## src/rtl/strided_buffer_seq.sv

```systemverilog
// Per-layer sequencer for the strided input buffer: accepts a shape, clears the buffer,
// gates the DDR read stream into it, checks the word count, then runs one compute pass.
module strided_buffer_seq #(
   parameter int DATA_WIDTH = 64,
   parameter int B_DSHAPE   = 48,
   parameter int B_COORD    = 8,
   parameter int B_CNT      = 26,
   parameter int LD_TIMEOUT = 16
) (
   input  logic                  clk,
   input  logic                  rst,
   input  logic                  abort,
   input  logic                  cmd_valid,
   output logic                  cmd_ready,
   input  logic [B_DSHAPE-1:0]   cmd_dshape,
   input  logic                  s_tvalid,
   output logic                  s_tready,
   input  logic [DATA_WIDTH-1:0] s_tdata,
   input  logic                  s_tlast,
   output logic                  buf_clr,
   output logic                  buf_we,
   output logic [DATA_WIDTH-1:0] buf_di,
   output logic [B_DSHAPE-1:0]   buf_dshape,
   output logic                  buf_start,
   input  logic                  buf_done_ld,
   input  logic                  cmp_done,
   output logic                  busy,
   output logic                  done,
   output logic                  err,
   output logic [1:0]            err_code
);

   localparam int FW   = B_DSHAPE / 3;
   localparam int NW_W = FW - 6;
   localparam int TO_W = $clog2(LD_TIMEOUT + 1);
   localparam logic [FW-1:0]   COORD_MAX = FW'((1 << B_COORD) - 1);
   localparam logic [TO_W-1:0] TO_LAST   = TO_W'(LD_TIMEOUT - 1);

   typedef enum logic [3:0] {
      S_IDLE, S_CHECK, S_CLR, S_LOAD, S_WAIT_LD, S_START, S_COMPUTE, S_DONE, S_ERR
   } state_t;

   state_t                state_q, state_d;
   logic [B_DSHAPE-1:0]   dshape_q;
   logic [B_CNT-1:0]      total_q, total_d;
   logic [B_CNT-1:0]      wcnt_q;
   logic                  clr_ph_q;
   logic [TO_W-1:0]       to_q;
   logic [1:0]            err_code_q, err_code_d;
   logic                  cmd_ready_q, busy_q, buf_clr_q, buf_start_q, done_q, err_q;
   logic                  buf_we_q;
   logic [DATA_WIDTH-1:0] buf_di_q;

   logic [NW_W-1:0] n_wrap;
   logic [FW-1:0]   shp_h, shp_w;
   logic            shape_bad, hs, last_word;

   assign n_wrap = dshape_q[FW-1:6];
   assign shp_h  = dshape_q[2*FW-1:FW];
   assign shp_w  = dshape_q[3*FW-1:2*FW];

   assign total_d = B_CNT'(n_wrap) * B_CNT'(shp_h[B_COORD-1:0]) * B_CNT'(shp_w[B_COORD-1:0]);
   assign shape_bad = (n_wrap == '0) || (shp_h == '0) || (shp_w == '0) ||
                      (shp_h > COORD_MAX) || (shp_w > COORD_MAX);

   // Abort must drop ready in the same cycle so no word slips in behind it
   assign s_tready  = (state_q == S_LOAD) && (wcnt_q < total_q) && !abort;
   assign hs        = s_tvalid && s_tready;
   assign last_word = (wcnt_q == total_q - B_CNT'(1));

   always_comb begin
      state_d    = state_q;
      err_code_d = err_code_q;
      if (abort) begin
         state_d = S_IDLE;
      end else begin
         unique case (state_q)
            S_IDLE: if (cmd_valid) begin
               state_d    = S_CHECK;
               err_code_d = 2'd0;
            end
            S_CHECK: if (shape_bad) begin
               state_d    = S_ERR;
               err_code_d = 2'd1;
            end else begin
               state_d = S_CLR;
            end
            S_CLR: if (clr_ph_q) state_d = S_LOAD;
            S_LOAD: if (hs) begin
               if (last_word && s_tlast) begin
                  state_d = S_WAIT_LD;
               end else if (last_word || s_tlast) begin
                  state_d    = S_ERR;
                  err_code_d = 2'd2;
               end
            end
            S_WAIT_LD: if (buf_done_ld) begin
               state_d = S_START;
            end else if (to_q == TO_LAST) begin
               state_d    = S_ERR;
               err_code_d = 2'd3;
            end
            S_START:   state_d = S_COMPUTE;
            S_COMPUTE: if (cmp_done) state_d = S_DONE;
            S_DONE:    state_d = S_IDLE;
            S_ERR:     state_d = S_IDLE;
            default:   state_d = S_IDLE;
         endcase
      end
   end

   always_ff @(posedge clk) begin
      if (rst) begin
         state_q     <= S_IDLE;
         dshape_q    <= '0;
         total_q     <= '0;
         wcnt_q      <= '0;
         clr_ph_q    <= 1'b0;
         to_q        <= '0;
         err_code_q  <= 2'd0;
         cmd_ready_q <= 1'b1;
         busy_q      <= 1'b0;
         buf_clr_q   <= 1'b0;
         buf_start_q <= 1'b0;
         done_q      <= 1'b0;
         err_q       <= 1'b0;
         buf_we_q    <= 1'b0;
         buf_di_q    <= '0;
      end else begin
         state_q    <= state_d;
         err_code_q <= err_code_d;
         if (state_q == S_IDLE && cmd_valid && !abort) dshape_q <= cmd_dshape;
         if (state_q == S_CHECK) total_q <= total_d;
         clr_ph_q <= (state_q == S_CLR) && !clr_ph_q;
         if (state_q == S_CLR)  wcnt_q <= '0;
         else if (hs)           wcnt_q <= wcnt_q + B_CNT'(1);
         to_q <= (state_q == S_WAIT_LD) ? to_q + TO_W'(1) : '0;
         // Outputs are registered from the next state so they line up with the state they mark
         cmd_ready_q <= (state_d == S_IDLE);
         busy_q      <= (state_d != S_IDLE);
         buf_clr_q   <= abort || (state_d == S_CLR) || (state_d == S_ERR);
         buf_start_q <= (state_d == S_START);
         done_q      <= (state_d == S_DONE);
         err_q       <= (state_d == S_ERR);
         buf_we_q    <= hs;
         if (hs) buf_di_q <= s_tdata;
      end
   end

   assign cmd_ready  = cmd_ready_q;
   assign busy       = busy_q;
   assign buf_clr    = buf_clr_q;
   assign buf_we     = buf_we_q && !abort;
   assign buf_di     = buf_di_q;
   assign buf_dshape = dshape_q;
   assign buf_start  = buf_start_q;
   assign done       = done_q;
   assign err        = err_q;
   assign err_code   = err_code_q;

endmodule

```

## config.mk

```make
export PLATFORM = sky130hd
export DESIGN_NAME = strided_buffer_seq
export DESIGN_NICKNAME = d
export VERILOG_FILES = /design/src/rtl/strided_buffer_seq.sv
export SDC_FILE = /design/constraint.sdc
export NUM_CORES = 1
export LEC_CHECK = 0
export BUFFER_PORTS_ARGS = -buffer_cell sky130_fd_sc_hd__buf_2
export CORE_ASPECT_RATIO = 0.9
export CORE_MARGIN = 5
export CORE_UTILIZATION = 50
export CTS_CLUSTER_DIAMETER = 30
export DETAILED_ROUTE_END_ITERATION = 7
export PLACE_DENSITY = 0.8
export SKIP_CTS_REPAIR_TIMING = 1
export SLEW_MARGIN = 15
export SYNTH_ARGS = -nofsm -noshare
export SYNTH_HDL_FRONTEND = slang
export SYNTH_SLANG_ARGS = --single-unit
```

## constraint.sdc

```tcl
create_clock -name clk -period 9.8 [get_ports clk]
set_input_delay 0 -clock clk [delete_from_list [all_inputs] [get_ports clk]]
set_output_delay 0 -clock clk [all_outputs]
set_load 0.005 [all_outputs]
```

**Yosys cells after proc, flatten, opt, wreduce, memory -nomap -nowiden**

Index checks and enable logic that the tools add are counted.

- Flip-flop bits (word level): 183
- Input port bits: 120
- Output and inout port bits: 122
- Word-level logic and storage cells: 90

- Add/subtract/negate cells: 3
- $mul: 2
- Order comparisons: 3
- Equality and inequality tests: 19
- Multiplexer cells: 19
- Bitwise gates (word level): 2
- Reductions and logical operators: 27

Operator list:

| cell | number |
|---|---|
| $mux W4 | 10 |
| $gt A16 B8 Y1 const B | 2 |
| $logic_not A16 Y1 | 2 |
| $pmux W4 S7 | 1 |
| $add A26 B1 Y26 const B | 1 |
| $eq A26 B26 Y1 | 1 |
| $lt A26 B26 Y1 | 1 |
| $mul A18 B8 Y26 | 1 |
| $sub A26 B1 Y26 const B | 1 |
| $eq A4 B3 Y1 const B | 5 |
| $mul A10 B8 Y18 | 1 |
| $mux W2 | 7 |
| $eq A4 B2 Y1 const B | 3 |
| $ne A2 B2 Y1 const B | 6 |
| $logic_not A10 Y1 | 1 |
| $reduce_and A9 Y1 | 1 |
| $logic_and A1 B1 Y1 | 8 |
| $logic_not A4 Y1 | 2 |
| $pmux W2 S4 | 1 |
| $reduce_bool A4 Y1 | 2 |
| $logic_or A1 B1 Y1 | 7 |
| $add A5 B1 Y5 const B | 1 |
| $eq A5 B4 Y1 const B | 1 |
| $eq A4 B1 Y1 const B | 1 |
| 5 further kinds | 8 |

**Longest topological paths before layout**

- Depth after elaboration: 11
- Gate-level depth with buffers: 36
- Gate-level depth less buffers: 35

**Worst setup path after synthesis**

No wires, ideal clock.

- Path type: reg2reg
- Start point: register dshape_q[6], in the netlist buf_dshape[6]
- End point: register total_q[24]
- Library setup time: 122 ps
- Arrival time: 8,219 ps
- Data required time: 9,678 ps
- Setup slack: 1,459 ps
- Cell stages (with the launch flop): 33
- Buffers on the path: 1
- Clock period less this slack: 8,341 ps
- Cells stage by stage: dfxtp_1 buf_1 nand2_1 fa_1 fa_1 inv_1 fa_1 inv_1 fa_1 inv_1 ha_1 a21oi_1 o21ai_0 a211oi_1 nor2_1 xnor2_1 and2_1 fa_1 fa_1 fa_1 inv_1 fa_1 inv_1 ha_1 a21o_1 a21o_1 a21oi_1 o21a_1 a31oi_1 a31o_2 nand3_1 mux2i_1 a311o_1

- Cells in the longest elaborated chain, start to end: 2

Ends and longest elaborated chain:

| item | RTL line | source |
|---|---|---|
| start: declaration | 44 | `logic [B_DSHAPE-1:0] dshape_q;` |
| start signal: assignment | 132 | `if (state_q == S_IDLE && cmd_valid && !abort) dshape_q <= cmd_dshape;` |
| $mul A10 B8 Y18 | 62 | `assign total_d = B_CNT'(n_wrap) * B_CNT'(shp_h[B_COORD-1:0]) * B_CNT'(shp_w[B_COORD-1:0]);` |
| $mul A18 B8 Y26 | 62 |  |
| end signal: assignment | 133 | `if (state_q == S_CHECK) total_q <= total_d;` |
| end: declaration | 45 | `logic [B_CNT-1:0] total_q, total_d;` |

No other way between the ends.
A chain may end at the register's enable or synchronous reset.

**Worst setup path after layout**

Ends and elaborated chain as after synthesis.

==> flow_summary.toml <==
[timing]
fin_tns_setup_ps = 0
hold_viol = 0
hold_ws_ps = 81.1
setup_viol = 0
fin_skew_ps = 30.5
max_freq_mhz = 110
period_share_pct = 93.2
min_period_ps = 9130
fin_ws_ps = 671
relSlewSlack_pct = 19.0
drv_slew = 0
worst-slew-pin-transition_ps = 1210
rsz0062_at_grt = "no"

[logic_synthesis]
synth.distinct_cells = 69
ys.flop_type = "dfxtp_1"
synth_mux_area_share_pct = 4.66
yosysMostFrequentCell = "nand2_1"
synth_fa_ha_area_share_pct = 27.8
synth_area_leaders = "dfxtp_1, fa_1, ha_1"
seq_area_frac_synth_pct = 23.6
synth_edf_count = 0
synth_nets = 2209
yosysTopAreaCellShare_pct = 23.6
synth-async-reset-ratio_pct = 0
synth_common_cells = "nand2_1, inv_1, dfxtp_1, and2_1, fa_1"
synth_seq_cells = 183
syn_area_per_cell_um2 = 8.47
synth_top_family_by_area = "adder cells"
synth_area_leader_cell = "dfxtp_1"
synth-simple-area-share_pct = 22.6
synth-xor-area-share_pct = 4.91
yosysWarnings = 0
synth_cells = 1831
syn_area_um2 = 15500
synth_compound_area_share_pct = 8.81

[drt]
wl_um = 44600
first_iter_violations = 1107
drc_errors = 0
vias = 14300
detail_route.first_pass.iterations = 5
via_per_inst = 5.61
wl_per_cell_um = 17.5
ant_nets = 0

[placed_design]
port_buffers = 241
dp_hpwl_um = 29400
gp_routability_congestion = 0.896
pre_cts_ws_ps = 837

[setup_path]
worstReg2RegStart = "buf_dshape[6]"
cp.arrival_ps = 9460
crit_family = "adder cells"
max_stage_delay_ps = 670
crit_path_max_fanout = 18
required_ps = 10130
reg2reg_slack_ps = 670
worst-path-buf-inv = 5
crit_type = "register to register"
critPathLaunchType = "register"
cp_common_cell = "fa_1"
r2r-end = "total_q[24]"
reg2reg_depth = 31
worstSetupEndpointType = "register"
critPathSlowestCell = "dfxtp_1"

[floorplanning]
die_w_um = 196
rows = 61
core_um2 = 30800
dieArea_um2 = 34600
die_h_um = 177
start_util_pct = 50.4
io_pins = 242

[clock_tree]
numCtsBuffers = 17
root_buffer = "clkbuf_16"
clkTransAtPathRegs_ps = 100
worstSkewPairLatency_ps = 460
clock_sinks = 183
htreeDepth = 4
clk_path_buf_depth = 2
cts_tree = "yes"

[grt]
grt_antenna_before_repair = 2
grt_pass1_wl_um = 65000
grt_pass1_vias = 13600
overflow = 0
track_usage_pct = 22.2
grt_max_degree = 113

[min_path]
min_to = "state_q[2]"
hold_path_class = "input pin to register"
min_from = "s_tlast"
min_delay_path_depth = 3

[finish]
area_growth_pct = 21.3
final_util_pct = 61.2
nets = 2507
drive_gt1_share_pct = 14.2

[job]
maxCapViolCount = 0

[status]
outcome = "finished clean"

[power_and_ir_drop]
p_leak_nw = 8.91
powerDensity_nw_per_um2 = 94.1
ir_drop_mv = 0.0913
p_total_w = 0.00177
==> worst max path at each step <==
stage	depth (start not counted)	startpoint	endpoint
final	31	buf_dshape[6]	total_q[24]
after floorplan	32	buf_dshape[6]	total_q[24]
after global routing	31	buf_dshape[6]	total_q[24]
after detailed placement	31	buf_dshape[6]	total_q[24]
after CTS	31	buf_dshape[6]	total_q[24]
after global placement	31	buf_dshape[6]	total_q[24]
==> placed cells by master (no fill, tap or decap), types with 13 or more instances in the layout <==
cell type	count
nand2_1	250
dfxtp_1	183
and3_1	20
nand3_1	32
xor2_1	36
nor2_1	125
xnor2_1	51
inv_1	218
o21ai_0	25
a21oi_1	107
ha_1	114
buf_2	240
fa_1	144
a211oi_1	13
nor2b_1	17
clkbuf_16	17
mux2i_1	71
and2_1	146
nor3_1	21
nand4_1	25
nor4_1	14
dlygate4sd3_1	115
==> report_power, final <==
| group | internal [W] | total [W] | switching, W | leakage [nW] |
|---|---|---|---|---|
| clock network | 0.000368 | 0.000780 | 0.000412 | 0.316 |
| logic | 0.0000982 | 0.000212 | 0.000113 | 7.11 |
| registers | 0.000754 | 0.000779 | 0.0000247 | 1.48 |
| total | 0.00122 | 0.00177 | 0.000550 | 8.91 |
==> per-layer routing <==
metal	part of all wire [%]	GRT usage [%]
met3	8.1	5.90
met1	39	27.5
met2	49	38.2
met5	0	0
met4	3.7	6.46
==> registers in the layout, summed over array words and instances, names as in the netlist <==
| register | cells |
|---|---|
| clr_ph_q | 1 |
| busy | 1 |
| cmd_ready | 1 |
| buf_dshape | 48 |
| done | 1 |
| wcnt_q | 26 |
| to_q | 5 |
| err_code | 2 |
| total_q | 26 |
| buf_we_q | 1 |
| buf_clr | 1 |
| buf_di | 64 |
| state_q | 4 |
| err | 1 |
| buf_start | 1 |
==> worst register-to-register path, delay by kind of cell (launching register included) <==
| family | cells | cell delay [ps] |
|---|---|---|
| xor gates and xnor gates | 1 | 480 |
| adders and majority gates | 10 | 4810 |
| and+or+nand+nor | 4 | 600 |
| AOI/OAI and AO/OA | 10 | 2160 |
| muxes | 1 | 80 |
| buffers and inverters | 5 | 240 |
| DFF | 1 | 670 |
==> layout make-up <==
cell class,count,area (um^2)
fill,2354,11900
multi-input combinational,1341,10700
sequential,183,3660
timing repair buffer,367,2460
inverter,219,822
tap,409,512
clock buffer,17,425
clock inverter,15,233
antenna,2,5.00
==> cell families (layout without fill, tap and decap cells) <==
kind of cell,count (synthesis),count (layout)
other,0,2
adders and majority gates,258,258
DFF,183,183
muxes,72,72
buffers and inverters,307,618
AOI/OAI and AO/OA,219,219
and+or+nand+nor,705,705
xor gates and xnor gates,87,87
==> through the flow <==
stage	std cells	area (um^2)
after CTS	2435	17600
after floorplan	1831	15500
after global routing	2553	18800
after detailed placement	2403	17000
final	2553	18800
after global placement	2403	17000
Note: power is estimated with default switching activity, not from simulation.
